<file path="config.mk">
export PLATFORM = sky130hd
export DESIGN_NAME = instruction_fetch_flat
export DESIGN_NICKNAME = d
export VERILOG_FILES = /design/src/rtl/instruction_fetch_if.sv /design/src/rtl/instruction_fetch.sv /design/src/flat_wrapper.sv
export SDC_FILE = /design/constraint.sdc
export NUM_CORES = 1
export LEC_CHECK = 0
export ABC_AREA = 1
export BUFFER_PORTS_ARGS = -buffer_cell sky130_fd_sc_hd__buf_2
export CAP_MARGIN = 5
export CORE_MARGIN = 2
export CORE_UTILIZATION = 58
export DETAILED_ROUTE_END_ITERATION = 16
export GPL_ROUTABILITY_DRIVEN = 1
export HOLD_SLACK_MARGIN = 0.03
export PLACE_DENSITY = 0.82
export SLEW_MARGIN = 0
export SYNTH_ARGS = -nofsm -noshare
export SYNTH_HDL_FRONTEND = slang
export SYNTH_SLANG_ARGS = --single-unit
</file>
<file path="constraint.sdc">
create_clock -name clk -period 5.2 [get_ports clk]
set_input_delay 0.52 -clock clk [delete_from_list [all_inputs] [get_ports clk]]
set_output_delay 0.52 -clock clk [all_outputs]
set_load 0.01 [all_outputs]
</file>
<file path="src/rtl/instruction_fetch_if.sv">
// instruction_fetch_if: PC, instruction-memory and decode-side signals of the VR16 fetch stage.
// master = fetch stage, slave = its surroundings (PC, memory, decode).
interface instruction_fetch_if #(
    parameter int ADDR_WIDTH = 16,
    parameter int DATA_WIDTH = 16
);
    logic [ADDR_WIDTH-1:0] pc_addr;
    logic                  flush;
    logic                  pc_advance;
    logic                  imem_req;
    logic [ADDR_WIDTH-1:0] imem_addr;
    logic                  imem_rvalid;
    logic [DATA_WIDTH-1:0] imem_rdata;
    logic                  instr_valid;
    logic [DATA_WIDTH-1:0] instr;
    logic [ADDR_WIDTH-1:0] instr_pc;
    logic                  instr_ready;

    modport master (
        input  pc_addr, flush, imem_rvalid, imem_rdata, instr_ready,
        output pc_advance, imem_req, imem_addr, instr_valid, instr, instr_pc
    );

    modport slave (
        output pc_addr, flush, imem_rvalid, imem_rdata, instr_ready,
        input  pc_advance, imem_req, imem_addr, instr_valid, instr, instr_pc
    );
endinterface

</file>
<file path="src/rtl/instruction_fetch.sv">
// instruction_fetch: VR16 fetch stage, one outstanding imem read feeding an in-order instruction buffer.
// Optional macro FETCH_BYPASS_EN forwards a response straight to decode when the buffer is empty.
//
// state   | meaning
// IDLE    | no read outstanding
// WAIT    | one read outstanding, its response will be buffered
// DISCARD | one stale read outstanding, its response will be dropped
module instruction_fetch #(
    parameter int FIFO_DEPTH = 2,
    parameter int ADDR_WIDTH = 16,
    parameter int DATA_WIDTH = 16
) (
    input  logic                clk,
    input  logic                reset,
    instruction_fetch_if.master bus
);
    localparam int PTR_W = $clog2(FIFO_DEPTH);
    localparam int CNT_W = PTR_W + 1;
    localparam int OCC_W = CNT_W + 1;

    typedef enum logic [1:0] {
        IDLE    = 2'd0,
        WAIT    = 2'd1,
        DISCARD = 2'd2
    } state_t;

    state_t                state;
    logic [DATA_WIDTH-1:0] data_buf [FIFO_DEPTH];
    logic [ADDR_WIDTH-1:0] pc_buf   [FIFO_DEPTH];
    logic [PTR_W-1:0]      rd_ptr;
    logic [PTR_W-1:0]      wr_ptr;
    logic [CNT_W-1:0]      count;
    logic [ADDR_WIDTH-1:0] req_pc;

    logic                  waiting;
    logic                  rsp;
    logic                  buf_valid;
    logic                  bypass;
    logic                  head_valid;
    logic                  pop;
    logic                  buf_pop;
    logic                  push;
    logic                  issue;
    logic [OCC_W-1:0]      occupancy;

    always_comb begin
        waiting   = (state == WAIT);
        rsp       = waiting & bus.imem_rvalid;
        buf_valid = (count != '0);
`ifdef FETCH_BYPASS_EN
        bypass    = rsp & ~bus.flush & ~buf_valid;
`else
        bypass    = 1'b0;
`endif
        head_valid = buf_valid | bypass;
        pop        = head_valid & bus.instr_ready;
        buf_pop    = pop & buf_valid;
        // a response consumed by decode in the bypass cycle never occupies a slot
        push       = rsp & ~bus.flush & ~(bypass & bus.instr_ready);
        // the in-flight read already owns a slot, so a new read needs room beyond it
        occupancy  = OCC_W'(count) + OCC_W'(waiting) - OCC_W'(pop);
        issue      = ~reset & ~bus.flush & (occupancy < OCC_W'(FIFO_DEPTH))
                     & ((state == IDLE) | rsp);
    end

    assign bus.imem_req    = issue;
    assign bus.pc_advance  = issue;
    assign bus.imem_addr   = bus.pc_addr;
    assign bus.instr_valid = head_valid;
`ifdef FETCH_BYPASS_EN
    assign bus.instr       = bypass ? bus.imem_rdata : data_buf[rd_ptr];
    assign bus.instr_pc    = bypass ? req_pc : pc_buf[rd_ptr];
`else
    assign bus.instr       = data_buf[rd_ptr];
    assign bus.instr_pc    = pc_buf[rd_ptr];
`endif

    always_ff @(posedge clk) begin
        if (reset) begin
            state  <= IDLE;
            count  <= '0;
            rd_ptr <= '0;
            wr_ptr <= '0;
            req_pc <= '0;
            for (int i = 0; i < FIFO_DEPTH; i++) begin
                data_buf[i] <= '0;
                pc_buf[i]   <= '0;
            end
        end else if (bus.flush) begin
            count  <= '0;
            rd_ptr <= '0;
            wr_ptr <= '0;
            // a response arriving with the flush retires the outstanding read
            case (state)
                WAIT:    state <= bus.imem_rvalid ? IDLE : DISCARD;
                DISCARD: state <= bus.imem_rvalid ? IDLE : DISCARD;
                default: state <= IDLE;
            endcase
        end else begin
            if (push) begin
                data_buf[wr_ptr] <= bus.imem_rdata;
                pc_buf[wr_ptr]   <= req_pc;
                wr_ptr           <= wr_ptr + PTR_W'(1);
            end
            if (buf_pop) begin
                rd_ptr <= rd_ptr + PTR_W'(1);
            end
            count <= count + CNT_W'(push) - CNT_W'(buf_pop);
            if (issue) begin
                req_pc <= bus.pc_addr;
            end
            case (state)
                IDLE:    state <= issue ? WAIT : IDLE;
                WAIT:    if (bus.imem_rvalid) state <= issue ? WAIT : IDLE;
                DISCARD: if (bus.imem_rvalid) state <= IDLE;
                default: state <= IDLE;
            endcase
        end
    end
endmodule

</file>
<file path="src/flat_wrapper.sv">
// flat-port wrapper written by rule: the top's interface ports become plain ports
module instruction_fetch_flat 
#(
    parameter int FIFO_DEPTH = 2,
    parameter int ADDR_WIDTH = 16,
    parameter int DATA_WIDTH = 16
)
  (clk, reset, bus_pc_addr, bus_flush, bus_imem_rvalid, bus_imem_rdata, bus_instr_ready, bus_pc_advance, bus_imem_req, bus_imem_addr, bus_instr_valid, bus_instr, bus_instr_pc);
  instruction_fetch_if #(.ADDR_WIDTH(ADDR_WIDTH), .DATA_WIDTH(DATA_WIDTH)) bus_i ();
  input  logic clk;
  input  logic reset;
  input wire logic [$bits(bus_i.pc_addr)-1:0] bus_pc_addr;
  input wire logic [$bits(bus_i.flush)-1:0] bus_flush;
  input wire logic [$bits(bus_i.imem_rvalid)-1:0] bus_imem_rvalid;
  input wire logic [$bits(bus_i.imem_rdata)-1:0] bus_imem_rdata;
  input wire logic [$bits(bus_i.instr_ready)-1:0] bus_instr_ready;
  output wire logic [$bits(bus_i.pc_advance)-1:0] bus_pc_advance;
  output wire logic [$bits(bus_i.imem_req)-1:0] bus_imem_req;
  output wire logic [$bits(bus_i.imem_addr)-1:0] bus_imem_addr;
  output wire logic [$bits(bus_i.instr_valid)-1:0] bus_instr_valid;
  output wire logic [$bits(bus_i.instr)-1:0] bus_instr;
  output wire logic [$bits(bus_i.instr_pc)-1:0] bus_instr_pc;
  assign bus_i.pc_addr = bus_pc_addr;
  assign bus_i.flush = bus_flush;
  assign bus_i.imem_rvalid = bus_imem_rvalid;
  assign bus_i.imem_rdata = bus_imem_rdata;
  assign bus_i.instr_ready = bus_instr_ready;
  assign bus_pc_advance = bus_i.pc_advance;
  assign bus_imem_req = bus_i.imem_req;
  assign bus_imem_addr = bus_i.imem_addr;
  assign bus_instr_valid = bus_i.instr_valid;
  assign bus_instr = bus_i.instr;
  assign bus_instr_pc = bus_i.instr_pc;
  instruction_fetch #(.FIFO_DEPTH(FIFO_DEPTH), .ADDR_WIDTH(ADDR_WIDTH), .DATA_WIDTH(DATA_WIDTH)) u_core (.clk(clk), .reset(reset), .bus(bus_i));
endmodule
</file>
==> Yosys cells after proc, flatten, opt, wreduce, memory -nomap -nowiden <==
Memories as Yosys holds them, arrays and structs flattened. A register that Yosys moved wholly into a read port is not among the register bits.
Cells that the tools add are included.
{ "word_totals": {"reg_bits": 22, "ramBits": 64, "inputBits": 37, "out_inout_bits": 51, "mem_count": 2} }
{ "memory_table": {"columns": ["memory", "words", "word_bits", "rd", "rd_clocked_by_memory_dff", "wr", "line_no", "text"], "rows": [
  ["u_core.data_buf", 2, 16, 1, 1, 2, "instruction_fetch.sv:28", "logic [DATA_WIDTH-1:0] data_buf [FIFO_DEPTH];"],
  ["u_core.pc_buf", 2, 16, 1, 1, 2, "instruction_fetch.sv:29", "logic [ADDR_WIDTH-1:0] pc_buf [FIFO_DEPTH];"]
]} }
{ "classes": {"add_sub_neg": 6, "order_cmp": 1, "n_eq_ne": 4, "n_mux": 23, "bitwise_logic": 10, "n_reduce_logical": 8} }
{ "ops": {"columns": ["operator", "n"], "rows": [
  ["$mux W16", 2],
  ["$reduce_or A16 Y1", 2],
  ["$mux W1", 15],
  ["$mux W2", 5],
  ["$and A1 B1 Y1", 7],
  ["$ne A3 B3 Y1 const B", 2],
  ["$pmux W2 S3", 1],
  ["$reduce_and A2 Y1", 2],
  ["$reduce_or A2 Y1", 2],
  ["$add A2 B1 Y3", 1],
  ["$lt A3 B2 Y1 const B", 1],
  ["$sub A3 B1 Y3", 1],
  ["$add A1 B1 Y1 const B", 2],
  ["$add A2 B1 Y2", 1],
  ["$eq A2 B1 Y1 const B", 1],
  ["$eq A2 B2 Y1 const B", 1],
  ["$logic_not A2 Y1", 1],
  ["$not A1 Y1", 2],
  ["$reduce_bool A2 Y1", 1],
  ["$sub A2 B1 Y2", 1],
  ["$or A1 B1 Y1", 1]
]} }

==> Longest topological paths before layout <==
{ "logic_depth": {"ltp_word": 10, "depth_mapped": 13, "ltp_nobuf": 12} }

==> Least setup slack after synthesis <==
Ideal clock, no wire load.
{ "synth_path": {"path_type": "input port to output port", "start": "in bus_instr_ready", "end": "out bus_pc_advance", "t_arrival_ns": 2.281, "t_required_ns": 4.680, "setup_slack_ns": 2.399, "stages": 11, "path_buffers": 2, "cell_sequence": "o21a_1 > ha_1 > inv_1 > nand2_1 > fa_1 > inv_1 > nor2_8 > nand3_4 > buf_6 > inv_1 > buf_4"} }
{ "synth_via": {"elab_chain_cells": 5} }
{ "synth_lines": {"columns": ["element", "line_no", "text"], "rows": [
  ["start, declared", "flat_wrapper.sv:16", "input wire logic [$bits(bus_i.instr_ready)-1:0] bus_instr_ready;"],
  ["$and A1 B1 Y1", "instruction_fetch.sv:56", "pop = head_valid & bus.instr_ready;"],
  ["$sub A3 B1 Y3", "instruction_fetch.sv:61", "occupancy = OCC_W'(count) + OCC_W'(waiting) - OCC_W'(pop);"],
  ["$lt A3 B2 Y1", "instruction_fetch.sv:62", "issue = ~reset & ~bus.flush & (occupancy < OCC_W'(FIFO_DEPTH))"],
  ["$and A1 B1 Y1", "instruction_fetch.sv:62", null],
  ["$and A1 B1 Y1", "instruction_fetch.sv:63", "& ((state == IDLE) | rsp);"],
  ["end, declared", "flat_wrapper.sv:17", "output wire logic [$bits(bus_i.pc_advance)-1:0] bus_pc_advance;"]
]} }
Every way passes these cells.

==> Worst setup path in the final report <==
{ "layout_path": {"start": "reg u_core.count[1]", "end": "out bus_imem_req"} }
{ "layout_via": {"elab_chain_cells": 6, "word_cells_on_any_way": 7, "cone_classes": "add/sub (2); order compare (1); bitwise (3); reduce/logical (1)"} }
{ "layout_lines": {"columns": ["element", "line_no", "text"], "rows": [
  ["start, declared", "instruction_fetch.sv:32", "logic [CNT_W-1:0] count;"],
  ["start signal, assigned", "instruction_fetch.sv:108", "count <= count + CNT_W'(push) - CNT_W'(buf_pop);"],
  ["branches (longest 2 deep; another with $add A2 B1 Y3)", null, null],
  ["$sub A3 B1 Y3 (*)", "instruction_fetch.sv:61", null],
  ["$lt A3 B2 Y1 (*)", "instruction_fetch.sv:62", null],
  ["$and A1 B1 Y1 (*)", "instruction_fetch.sv:62", null],
  ["$and A1 B1 Y1 (*)", "instruction_fetch.sv:63", null],
  ["end, declared", "flat_wrapper.sv:18", "output wire logic [$bits(bus_i.imem_req)-1:0] bus_imem_req;"]
]} }
Every way passes the cells marked *.

==> results.py <==
metrics = {
    "placed_design": {
        "dp_cells": 553,
        "port_buffers": 87,
        "post-place-ws_ns": 2.14,
        "place_congestion": 0.790,
        "dp_hpwl_um": 4520,
    },
    "critical_path": {
        "crit_fanout": 18,
        "cp_top_family": "adder cells",
        "ff2ff_setup_slack_ns": 2.75,
        "crit_top_cell": "inv_1",
        "worst_r2r_startpoint": "u_core.count[1]",
        "cp_num_buf_inv": 4,
        "cp.depth": 10,
        "crit_chain": "o21a_1 > ha_1 > inv_1 > nand2_1 > fa_1 > inv_1 > nor2_8 > nand3_4 > inv_1 > buf_2",
        "r2r_cells": 11,
        "endpoint_kind": "output port",
        "cp_slowest_cell": "fa_1",
        "r2r_end": "u_core.req_pc[14]",
        "arrival_ns": 2.69,
        "path_class": "register to output port",
        "worstSetupEndpoint": "bus_imem_req",
        "crit_start": "u_core.count[1]",
        "slowest_delay_ns": 0.50,
        "required_ns": 4.68,
        "worst_setup_path_start_kind": "register",
    },
    "die": {
        "die_h_um": 87.6,
        "die_x_um": 87.6,
        "die_area_um2": 7680,
        "start_util_pct": 59.7,
        "ios": 88,
        "core_area_um2": 6790,
        "rows": 30,
    },
    "clock_network": {
        "cts-htree-levels": 3,
        "cts_inserted_buffers": 9,
        "hold_buffers": 0,
        "clk_path_buf_depth": 2,
        "cts_tree": "yes",
        "cts.sinks": 87,
        "cts.repair.resized": 0,
        "cts_setup_buffers": 0,
        "clk_pin_slew_ns": 0.07,
        "root_buffer": "clkbuf_8",
        "clkLatencyLatePin_ns": 0.34,
    },
    "route": {
        "wl_per_cell_um": 12.1,
        "drt_iter0_markers": 106,
        "final_antenna_net_count": 0,
        "wl_um": 6880,
        "dr.pass1.iters": 4,
        "drcViolationCount": 0,
        "via_per_inst": 4.74,
        "vias": 2695,
    },
    "global_route": {
        "antenna_found_initial": 0,
        "gr-total-overflow": 0,
        "track_usage_pct": 18.8,
        "grt_max_degree": 34,
        "grt_pass1_wl_um": 11100,
        "grt_pass1_vias": 2605,
    },
    "timing": {
        "timing.final.max_slew_violations": 0,
        "tightest_slew_ns": 0.442,
        "worst_slack_ns": 1.99,
        "timing.final.crit_period_ns": 3.21,
        "holdWs_ns": 0.355,
        "max_slew_margin_pct": 70.5,
        "rsz0062_at_grt": "false",
        "period_share_pct": 61.8,
        "hold_viol_final": 0,
        "skew_ns": 0.0102,
        "setup-tns-final_ns": 0,
        "fmax_mhz": 311,
        "finalSetupViolCount": 0,
    },
    "synthesis": {
        "synth-seq-cells": 87,
        "synth_compound_area_share_pct": 1.30,
        "syn_area_um2": 4060,
        "yosysTopAreaCellShare_pct": 47.4,
        "syn_nets": 442,
        "synth_cell_types": 27,
        "ys_seq_area_share_pct": 58.7,
        "post_synth.cell_area_avg_um2": 10.2,
        "synth_xor_area_share_pct": 0.216,
        "ys_warn_count": 0,
        "synth_mux_area_share_pct": 8.88,
        "synth_cells": 398,
        "synth_top_cells_by_area": "edfxtp_1, dfxtp_1, mux2_2",
        "synthAdderAreaFrac_pct": 2.34,
        "yosys.area.top_type": "edfxtp_1",
        "synth-simple-area-share_pct": 16.0,
        "synth_top_family_by_area": "simple AND/OR/NAND/NOR gates",
    },
    "cells_and_area": {
        "final_nets": 512,
        "fillers": 522,
        "antennaDiodeCount": 0,
        "layout.cells.non_filler": 569,
        "drive_gt1_share_pct": 32.3,
        "area_growth_pct": 14.2,
    },
    "power": {
        "ir_drop_uv": 145,
        "power.leakage_nw": 2.19,
        "power-per-cell-area_nw_per_um2": 294,
    },
    "outcome": {
        "status": "finished, final reports clean",
    },
    "run": {
        "max-cap-violations": 0,
    },
    "worst_hold_path": {
        "hold_class": "input port to register",
    },
}
layout by cell type, fill, tap and decap left out, drive strengths merged, types with 2 or more instances in the layout:
cell type | Yosys | final
buf | 32 | 92
nor2 | 86 | 86
inv | 79 | 79
edfxtp | 64 | 64
nand2 | 43 | 43
mux2 | 32 | 32
dfxtp | 23 | 23
nand4 | 16 | 16
clkbuf | 1 | 12
ha | 6 | 6
a21oi | 5 | 5
o21ai | 4 | 4
nand3 | 3 | 3
clkinv | 0 | 2
state kept, by name, summed over array words and instances (netlist names), named ones only:
name / flops
u_core.data_buf: 32
u_core.req_pc: 16
u_core.count: 2
u_core.state: 2
u_core.rd_ptr: 1
u_core.wr_ptr: 1
u_core.pc_buf: 32
worst min-delay path by stage:
stage,startpoint,end,slack (ns),depth (start not counted)
after detailed placement,u_core.rd_ptr,register,0.45,1
final,reset,u_core.state[1],0.35,2
after floorplan,u_core.rd_ptr,register,0.43,1
after global placement,u_core.rd_ptr,u_core.rd_ptr,0.44,1
after global routing,reset,u_core.state[1],0.34,2
after CTS,reset,u_core.state[1],0.34,2
cell type report:
class                      count  area (um2)  share of cell area (%)
inverter                      79         297                    6.40
clock buffer                  12         145                    3.13
sequential                    87        2380                    51.4
multi-input combinational    199        1170                    25.2
tap                           96         120                    2.59
clock inverter                 4        47.5                    1.03
timing repair buffer          92         473                    10.2
report_power, final:
group | internal (mW) | switching [mW]
sequential | 0.771 | 0.00711
combinational | 0.0488 | 0.0796
clock | 0.234 | 0.222
total | 1.05 | 0.308
stage by stage:
stage / area [um2] / util (%) / power (mW)
final: 4630 / 68.2 / 1.36
after global routing: 4630 / 68.2 / 1.42
after CTS: 4630 / 68.2 / 1.37
after detailed placement: 4440 / 65.3 / 0.923
after global placement: 4440 / 65.3 / 0.918
after floorplan: 4060 / - / 0.884
metal layers:
metal | part of all wire [%] | global-route usage (%) | wire, um
met1 | 42 | 21.2 | 2910
met2 | 50 | 34.0 | 3440
met3 | 5.6 | 4.43 | 388
met4 | 2.1 | 7.97 | 142
met5 | 0 | 0 | 0
synth_stat cells (all sizes together):
library cell and count:
o21a 1, mux2 32, buf 32, o21ai 4, xnor2 1, clkbuf 1
nor2 86, nand2 43, or2 1, fa 1, ha 6, a21oi 5
nand3 3, edfxtp 64, nand4 16, dfxtp 23, inv 79
cells by family (layout without fill, tap and decap cells):
| family | Yosys count | in the layout |
|---|---|---|
| adders and majority gates | 7 | 7 |
| xor gates and xnor gates | 1 | 1 |
| AOI/OAI and AO/OA | 10 | 10 |
| DFF | 87 | 87 |
| and+or+nand+nor | 149 | 149 |
| buffers and inverters | 112 | 187 |
| muxes | 32 | 32 |
worst register-to-register path, delay by kind of cell (launching register included):
family,cells,cell delay [ns]
compound gates,1,0.24
fa+ha+maj,2,0.80
buf+inv,3,0.21
flops,1,0.35
simple gates,5,0.80
No activity file was read; power rests on OpenSTA's default activity.
